[config.mk]
export PLATFORM = sky130hd
export DESIGN_NAME = hazard_control_unit
export DESIGN_NICKNAME = d
export VERILOG_FILES = /design/src/rtl/pipeline_ctrl_pkg.sv /design/src/rtl/forwarding_unit.sv /design/src/rtl/hazard_control_unit.sv
export SDC_FILE = /design/constraint.sdc
export NUM_CORES = 1
export LEC_CHECK = 0
export CAP_MARGIN = 0
export CORE_MARGIN = 1
export CORE_UTILIZATION = 41
export DETAILED_ROUTE_END_ITERATION = 16
export PLACE_DENSITY = 0.9
export SLEW_MARGIN = 10
export SYNTH_ARGS = -nofsm -noshare
export SYNTH_HDL_FRONTEND = slang
export SYNTH_SLANG_ARGS = --single-unit
[constraint.sdc]
create_clock -name clk_i -period 2.06 [get_ports clk_i]
set_input_delay 0.206 -clock clk_i [delete_from_list [all_inputs] [get_ports clk_i]]
set_output_delay 0.206 -clock clk_i [all_outputs]
set_load 0.01 [all_outputs]
[src/rtl/pipeline_ctrl_pkg.sv]
// rtl/pipeline_ctrl_pkg.sv - shared types, constants and match helper for pipeline hazard control
package pipeline_ctrl_pkg;

   typedef enum logic [1:0] {
      FWD_RF  = 2'b00,
      FWD_MEM = 2'b01,
      FWD_WB  = 2'b10
   } fwd_sel_t;

   typedef enum logic {
      RUN     = 1'b0,
      MD_BUSY = 1'b1
   } ctrl_state_t;

   localparam logic [4:0] REG_ZERO = 5'd0;

   // True when a writing producer targets a real register that a consumer reads
   function automatic logic reg_match(input logic we, input logic [4:0] rd, input logic [4:0] rs);
      return we && (rd != REG_ZERO) && (rd == rs);
   endfunction

endpackage

[src/rtl/forwarding_unit.sv]
// rtl/forwarding_unit.sv - EX operand bypass selection, MEM producer has priority over WB
module forwarding_unit
   import pipeline_ctrl_pkg::*;
(
   input  logic [4:0] rs1_ex_i,
   input  logic [4:0] rs2_ex_i,
   input  logic [4:0] rd_mem_i,
   input  logic [4:0] rd_wb_i,
   input  logic       we_mem_i,
   input  logic       we_wb_i,
   output logic [1:0] fwd_a_o,
   output logic [1:0] fwd_b_o
);

   // Youngest producer wins: MEM result is newer than WB data
   always_comb begin
      fwd_a_o = FWD_RF;
      fwd_b_o = FWD_RF;
      if (reg_match(we_mem_i, rd_mem_i, rs1_ex_i)) begin
         fwd_a_o = FWD_MEM;
      end else if (reg_match(we_wb_i, rd_wb_i, rs1_ex_i)) begin
         fwd_a_o = FWD_WB;
      end
      if (reg_match(we_mem_i, rd_mem_i, rs2_ex_i)) begin
         fwd_b_o = FWD_MEM;
      end else if (reg_match(we_wb_i, rd_wb_i, rs2_ex_i)) begin
         fwd_b_o = FWD_WB;
      end
   end

endmodule

[src/rtl/hazard_control_unit.sv]
// rtl/hazard_control_unit.sv - pipeline stall/flush/forward control with muldiv sequencing (FORWARDING_EN enables bypassing)
module hazard_control_unit
   import pipeline_ctrl_pkg::*;
#(
   parameter int MD_TIMEOUT = 64,
   parameter int CNT_W      = 16
) (
   input  logic             clk_i,
   input  logic             reset_i,
   input  logic [4:0]       rs1_DECODE,
   input  logic [4:0]       rs2_DECODE,
   input  logic [4:0]       rs1_EXECUTE,
   input  logic [4:0]       rs2_EXECUTE,
   input  logic [4:0]       Write_Register_EXECUTE,
   input  logic [4:0]       Write_Register_MEMORYACCESS,
   input  logic [4:0]       Write_Register_WRITEBACK,
   input  logic             RegWrite_EXECUTE,
   input  logic             RegWrite_MEMORYACCESS,
   input  logic             RegWrite_WRITEBACK,
   input  logic             MemRead_EXECUTE,
   input  logic             muldiv_EXECUTE,
   input  logic             muldiv_done_i,
   input  logic             branch_taken_MEMORYACCESS,
   output logic [1:0]       ForwardA,
   output logic [1:0]       ForwardB,
   output logic             stall_FETCH,
   output logic             stall_DECODE,
   output logic             stall_EXECUTE,
   output logic             bubble_EXECUTE,
   output logic             bubble_MEMORYACCESS,
   output logic             flush_DECODE,
   output logic             flush_EXECUTE,
   output logic             muldiv_start_o,
   output logic             muldiv_abort_o,
   output logic             md_timeout_o,
   output logic [CNT_W-1:0] stall_cnt_o
);

   localparam int TMO_W = $clog2(MD_TIMEOUT + 1);

   ctrl_state_t      state_q, state_d;
   logic [TMO_W-1:0] md_cnt_q, md_cnt_d;
   logic             md_timeout_q, md_timeout_d;
   logic [CNT_W-1:0] stall_cnt_q, stall_cnt_d;

   logic raw_hazard;
   logic stall_fe_c, stall_de_c, stall_ex_c, bubble_ex_c, bubble_mem_c;
   logic flush_de_c, flush_ex_c, start_c, abort_c;

`ifdef FORWARDING_EN
   forwarding_unit u_forwarding_unit (
      .rs1_ex_i (rs1_EXECUTE),
      .rs2_ex_i (rs2_EXECUTE),
      .rd_mem_i (Write_Register_MEMORYACCESS),
      .rd_wb_i  (Write_Register_WRITEBACK),
      .we_mem_i (RegWrite_MEMORYACCESS),
      .we_wb_i  (RegWrite_WRITEBACK),
      .fwd_a_o  (ForwardA),
      .fwd_b_o  (ForwardB)
   );

   // With bypassing only a load result is too late for the dependent instruction
   assign raw_hazard = MemRead_EXECUTE &&
                       (reg_match(RegWrite_EXECUTE, Write_Register_EXECUTE, rs1_DECODE) ||
                        reg_match(RegWrite_EXECUTE, Write_Register_EXECUTE, rs2_DECODE));
`else
   logic unused_fwd_inputs;

   assign ForwardA = FWD_RF;
   assign ForwardB = FWD_RF;

   // Without bypassing any EX or MEM producer blocks; WB is covered by register file write-through
   assign raw_hazard = reg_match(RegWrite_EXECUTE, Write_Register_EXECUTE, rs1_DECODE) ||
                       reg_match(RegWrite_EXECUTE, Write_Register_EXECUTE, rs2_DECODE) ||
                       reg_match(RegWrite_MEMORYACCESS, Write_Register_MEMORYACCESS, rs1_DECODE) ||
                       reg_match(RegWrite_MEMORYACCESS, Write_Register_MEMORYACCESS, rs2_DECODE);

   assign unused_fwd_inputs = ^{rs1_EXECUTE, rs2_EXECUTE, Write_Register_WRITEBACK,
                                RegWrite_WRITEBACK, MemRead_EXECUTE};
`endif

   // Next state and control outputs; branch flush outranks muldiv, which outranks data hazards
   always_comb begin
      state_d      = state_q;
      md_cnt_d     = md_cnt_q;
      md_timeout_d = md_timeout_q;
      stall_fe_c   = 1'b0;
      stall_de_c   = 1'b0;
      stall_ex_c   = 1'b0;
      bubble_ex_c  = 1'b0;
      bubble_mem_c = 1'b0;
      flush_de_c   = 1'b0;
      flush_ex_c   = 1'b0;
      start_c      = 1'b0;
      abort_c      = 1'b0;
      if (branch_taken_MEMORYACCESS) begin
         flush_de_c = 1'b1;
         flush_ex_c = 1'b1;
         if (state_q == MD_BUSY) begin
            abort_c = 1'b1;
            state_d = RUN;
         end
      end else if (state_q == MD_BUSY) begin
         if (muldiv_done_i) begin
            state_d = RUN;
         end else begin
            stall_fe_c   = 1'b1;
            stall_de_c   = 1'b1;
            stall_ex_c   = 1'b1;
            bubble_mem_c = 1'b1;
            // md_cnt_q counts completed busy cycles, so this is busy cycle MD_TIMEOUT
            if (md_cnt_q == TMO_W'(MD_TIMEOUT - 1)) begin
               md_timeout_d = 1'b1;
               abort_c      = 1'b1;
               state_d      = RUN;
            end else begin
               md_cnt_d = md_cnt_q + TMO_W'(1);
            end
         end
      end else begin
         if (muldiv_EXECUTE) begin
            start_c  = 1'b1;
            state_d  = MD_BUSY;
            md_cnt_d = '0;
         end
         if (raw_hazard) begin
            stall_fe_c  = 1'b1;
            stall_de_c  = 1'b1;
            bubble_ex_c = 1'b1;
         end
      end
   end

   // Pipeline controls are held inactive while reset is asserted
   always_comb begin
      stall_FETCH         = stall_fe_c   & ~reset_i;
      stall_DECODE        = stall_de_c   & ~reset_i;
      stall_EXECUTE       = stall_ex_c   & ~reset_i;
      bubble_EXECUTE      = bubble_ex_c  & ~reset_i;
      bubble_MEMORYACCESS = bubble_mem_c & ~reset_i;
      flush_DECODE        = flush_de_c   & ~reset_i;
      flush_EXECUTE       = flush_ex_c   & ~reset_i;
      muldiv_start_o      = start_c      & ~reset_i;
      muldiv_abort_o      = abort_c      & ~reset_i;
      md_timeout_o        = md_timeout_q;
      stall_cnt_o         = stall_cnt_q;
   end

   // Saturating count of cycles where decode is held
   always_comb begin
      stall_cnt_d = stall_cnt_q;
      if (stall_DECODE && (stall_cnt_q != '1)) begin
         stall_cnt_d = stall_cnt_q + CNT_W'(1);
      end
   end

   // State, timeout counter, sticky error and performance counter
   always_ff @(posedge clk_i or posedge reset_i) begin
      if (reset_i) begin
         state_q      <= RUN;
         md_cnt_q     <= '0;
         md_timeout_q <= 1'b0;
         stall_cnt_q  <= '0;
      end else begin
         state_q      <= state_d;
         md_cnt_q     <= md_cnt_d;
         md_timeout_q <= md_timeout_d;
         stall_cnt_q  <= stall_cnt_d;
      end
   end

endmodule

After elaboration in Yosys (flattened, before gate mapping)
Cells that the tools add are included.
{"block": "classes", "bitwise_logic": 9, "n_reduce_logical": 15, "mux": 25, "eq_ne": 8, "n_addsub": 2}
{"operator": "$mux 7", "count": 4}
{"operator": "$mux 1", "count": 21}
{"operator": "$eq 5x5->1", "count": 4}
{"operator": "$add 16x1->16 const B", "count": 1}
{"operator": "$ne 16x16->1 const B", "count": 1}
{"operator": "$reduce_bool 5->1", "count": 2}
{"operator": "$reduce_and 4->1", "count": 2}
{"operator": "$add 7x1->7 const B", "count": 1}
{"operator": "$eq 7x6->1 const B", "count": 1}
{"operator": "$logic_and 1x1->1", "count": 7}
{"operator": "$and 1x1->1", "count": 6}
{"operator": "$ne 2x2->1 const B", "count": 2}
{"operator": "$logic_or 1x1->1", "count": 3}
{"operator": "$not 1->1", "count": 3}
{"operator": "$reduce_bool 2->1", "count": 1}
{"block": "totals", "input_bits": 44, "out_inout_bits": 30, "elab_cells": 63, "register_bits": 25}

Logic depth before layout (Yosys ltp)
Gate-level depths: netlist of run 1.
{"block": "logic_depth", "depth_word": 11, "depth_mapped": 8, "depth_no_buf": 7}

Worst setup path before layout of run 1
OpenSTA, ideal clock, no wires.
{"block": "synth_path", "kind": "reg2reg", "startpoint": "register stall_cnt_q[0], in the netlist stall_cnt_o[0]", "endpoint": "register stall_cnt_q[1], in the netlist stall_cnt_o[1]", "setup_time_ps": 125, "path_slack_ps": 245, "arrival_ps": 1690, "stages_incl_launch_ff": 8, "required_ps": 1935, "n_path_buf": 0, "synth_period_minus_slack_ps": 1815, "path_cell_list": "dfrtp_1 > ha_1 > and3_1 > nand3_1 > nor2_1 > nand3_1 > nand2_1 > mux2_2"}
{"block": "synth_between", "elab_chain_len": 2, "word_cells_on_any_way": 3, "classes_between": "1 x add/sub; 1 x eq/ne; 1 x reduce/logical"}
{"item": "start, declared", "line": "hazard_control_unit.sv:44", "rtl": "logic [CNT_W-1:0] stall_cnt_q, stall_cnt_d;"}
{"item": "start signal, assigned", "line": "hazard_control_unit.sv:168", "rtl": "stall_cnt_q <= stall_cnt_d;"}
{"item": "parallel branches: the longest is 2 deep, another holds $add 16x1->16"}
Several ways; the timed one is not identified.
A chain may end at the register's enable or synchronous reset.

Worst setup path after layout of run 1
{"block": "layout_path", "startpoint": "input muldiv_done_i", "endpoint": "output bubble_MEMORYACCESS"}
{"block": "layout_between", "elab_chain_len": 4}
{"item": "start, declared", "line": "hazard_control_unit.sv:22", "rtl": "input logic muldiv_done_i,"}
{"item": "$mux 1", "line": "hazard_control_unit.sv:104", "rtl": "if (muldiv_done_i) begin"}
{"item": "$mux 1", "line": "hazard_control_unit.sv:103", "rtl": "end else if (state_q == MD_BUSY) begin"}
{"item": "$mux 1", "line": "hazard_control_unit.sv:96", "rtl": "if (branch_taken_MEMORYACCESS) begin"}
{"item": "$and 1x1->1", "line": "hazard_control_unit.sv:140", "rtl": "bubble_MEMORYACCESS = bubble_mem_c & ~reset_i;"}
{"item": "end, declared", "line": "hazard_control_unit.sv:30", "rtl": "output logic bubble_MEMORYACCESS,"}
No other way between the ends.

==> results of run 1 <==
worst max path at each step:
stage | slack, ps | cells after the start | from | endpoint
2_1_floorplan | 240 | 7 | stall_cnt_o[0]$_DFFE_PP0P_ | stall_cnt_o[1]$_DFFE_PP0P_
3_3_place_gp | -290 | 7 | Write_Register_MEMORYACCESS[1] | stall_cnt_o[1]$_DFFE_PP0P_
3_5_place_dp | -320 | 7 | Write_Register_MEMORYACCESS[1] | stall_cnt_o[1]$_DFFE_PP0P_
4_1_cts | 20 | 7 | Write_Register_EXECUTE[1] | stall_cnt_o[1]$_DFFE_PP0P_
5_1_grt | 3 | 4 | state_q$_DFF_PP0_ | bubble_MEMORYACCESS
6_report | 80 | 5 | muldiv_done_i | bubble_MEMORYACCESS
flip-flops by register name, indices dropped and copies added, names as in the netlist:
name and count:
stall_cnt_o 16, md_cnt_q 7, state_q 1, md_timeout_o 1
synth_stat cells (3+ instances only):
library cell,instances
buf_4,8
and3_1,6
nand3_2,9
nor3_1,6
nand4_1,3
inv_1,4
nand2_1,13
dfrtp_1,25
nand3_1,9
xnor2_1,14
nor2_1,17
xor2_1,24
cell usage in the layout, fill, tap and decap left out, types with 4 or more instances in the layout:
master | synthesis | layout
nor2_1 | 17 | 17
and3_1 | 6 | 6
clkdlybuf4s50_1 | 0 | 40
conb_1 | 1 | 4
nand2_1 | 13 | 12
buf_4 | 8 | 22
dfrtp_1 | 25 | 25
nand3_1 | 9 | 9
dlygate4sd2_1 | 0 | 6
xnor2_1 | 14 | 14
inv_1 | 4 | 4
xor2_1 | 24 | 24
nand3_2 | 9 | 9
cell type report:
class,instances,share of cell area
inverter,4,0.006286
clock buffer,3,0.01729
clock inverter,1,0.002095
sequential,25,0.2619
timing repair buffer,76,0.2902
multi-input combinational,132,0.3971
tap,48,0.02514
power groups by stage:
stage	Sequential, mW	Combinational, mW	Clock (mW)
6_report	0.571	0.316	0.295
5_1_grt	0.580	0.343	0.331
4_1_cts	0.572	0.311	0.300
3_5_place_dp	0.580	0.307	0
3_3_place_gp	0.576	0.299	0
2_1_floorplan	0.583	0.127	0
layer usage:
| layer | vias up | global-route usage |
|---|---|---|
| li1 | 712 | - |
| met1 | 685 | 0.2400 |
| met2 | 45 | 0.3579 |
| met3 | 15 | 0.04401 |
| met4 | 0 | 0.08333 |
| met5 | - | 0 |
through the flow:
step                      TNS [ps]  power (mW)  setup WS [ps]    util  cells
after floorplan                  0      0.7099          244.9       -    170
after global placement       -4064      0.8743         -286.1  0.6101    280
after detailed placement     -4569      0.8875         -317.5  0.6101    280
after CTS                        0       1.183          18.26  0.6333    289
after global routing             0       1.254          2.801  0.6428    289
final                            0       1.182          77.92  0.6428    289
logic make-up (layout without fill, tap and decap cells):
kind of cell | after synthesis | after routing
AO/OA/AOI/OAI | 12 | 12
XOR/XNOR | 38 | 38
adder cells (fa/ha/maj) | 2 | 2
buffers and inverters | 13 | 84
flip-flops | 25 | 25
multiplexers | 3 | 3
other | 1 | 4
AND/OR/NAND/NOR | 73 | 73
critical path: cells and delay by family:
family        cells  cell delay, ps
simple gates      2             460
buf+inv           3            1110
timing repair:
action                     4_1_cts  5_1_grt
hold endpoints to repair         0        0
pin swaps                        6        4
setup endpoints to repair        9       17
buffers inserted                 5        0
gates resized for setup         23        9
==> results.toml, run 1 <==
[floorplanning]
die_w_um = 64.55
initial_utilization = 0.4316
coreArea_um2 = 3716
fp-row-count = 22
die_y_um = 64.55
io_pins = 74
die_area_um2 = 4167

[clock_network]
hold_buffers = 0
ctsLongestPathBuffers = 2
clk_pin_slew_worst_paths_ps = 80
cts-root-buf = "clkbuf_8"
numClockSinks = 25
cts_buffers = 3
clock_latency_ps = 280
htree_levels = 1
tritoncts = "yes"

[drt]
maxUsedRoutingLayer = "met4"
post-route-drc-count = 0
routedWlPerCell_um = 13.83
detail_route.vias_per_cell = 5.042
wl_met3_um = 182
vias = 1457
met2_length_mm = 1.956
drt_wl_total_mm = 3.997
drt-initial-drc-count = 46
wl_met1_mm = 1.711
ant_nets = 0
firstDrtPassIters = 4

[timing]
max_freq_ghz = 0.5045
drv_slew = 0
period_share = 0.9622
setup_violations = 0
report.final.hold_viol_count = 0
rsz0062_at_grt = "no"
hold_ws_ps = 461.6
finClkSkew_ps = 9.355
post-route-min-period_ps = 1982

[finish]
antenna_cells = 0
final_area_um2 = 2389
area_growth_pct = 48.91
multi_input_area_um2 = 948.4
ff_latch_area_um2 = 625.6
layout.filler_cells = 303
finalNetCount = 288
drive_gt1_frac = 0.2116

[logic_synthesis]
synth-compound-area-share = 0.05694
synthDistinctLibCells = 34
synthXorXnorAreaFrac = 0.2075
async_flop_share = 1.000
syn_area_per_cell_um2 = 9.605
ys_ff_latch = 25
synth_flop_cell = "dfrtp_1"
seq_area_frac_synth = 0.3900
yosysTopAreaCell = "dfrtp_1"
ys_top_cells_by_area = "dfrtp_1 (39%), xor2_1 (13%), xnor2_1 (7.6%)"
syn_inst = 167
synthMuxAreaShare = 0.02028
synth_edf_count = 0
synth.top_cell.area_share = 0.3900
syn_area_um2 = 1604
synth_simple_gate_area_frac = 0.2535
synth_top_family_by_area = "simple AND/OR/NAND/NOR gates"
yosysWarningCount = 0
synth_fa_ha_area_frac = 0.01560

[worst_setup_path]
crit_slowest_cell = "clkdlybuf4s50_1"
cp-end-kind = "output port"
crit_type = "input port to output port"
critPathMaxStageDelay_ps = 520
crit_arrival_ps = 1780
timing.rr.end = "stall_cnt_o[13]$_DFFE_PP0P_"
crit_path_cell_trace = "clkdlybuf4s50_1, nor3b_2, and2_1, buf_4, clkdlybuf4s50_1"
worstPathMaxFanout = 3
r2r_cells = 8
start_kind = "input port"
r2r-start = "state_q$_DFF_PP0_"
r2r_slack_ps = 180
crit_top_cell = "clkdlybuf4s50_1"
worst_ep_required_time_ps = 1850

[pwr]
p_int_mw = 0.8395
p_switching_mw = 0.3425
combinationalPowerShare = 0.267
p_leak_nw = 1.044
clkPwrFrac = 0.250
power_density_nw_per_um2 = 494.9
sw_frac_of_total = 0.2898
p_seq_frac = 0.483
vdd_ir_drop_max_mv = 0.6076

[placed_design]
dp_hpwl_mm = 2.840
globalplace.congestion = 0.8070
dpl_cell_area_um2 = 2267
portBuffers = 52

[min_path]
hold_path_depth = 1
hold_path_class = "register to register"
whs_endpoint = "md_timeout_o$_DFFE_PP0P_"
min_from = "md_timeout_o$_DFFE_PP0P_"

[run_status]
status = "complete, no violations"

[global_routing]
grt_start_max_net_pins = 26
gr-total-overflow = 0
grt_pass1_wl_mm = 6.513
grt_use_total = 0.2041
grt_pass1_vias = 1463
antenna_found_initial = 0

[run]
cap_violations = 0
(Power assumes the default switching activity.)
==> run 2: changes to the inputs <==
- ABC_AREA: default -> 0
==> results of run 2 <==
No change in the layout: final DEF, timing and power equal those of run 1.
==> run 3: changes to the inputs <==
- CTS_CLUSTER_DIAMETER: default -> 80
==> results of run 3 <==
No change in the layout: final DEF, timing and power equal those of run 1.
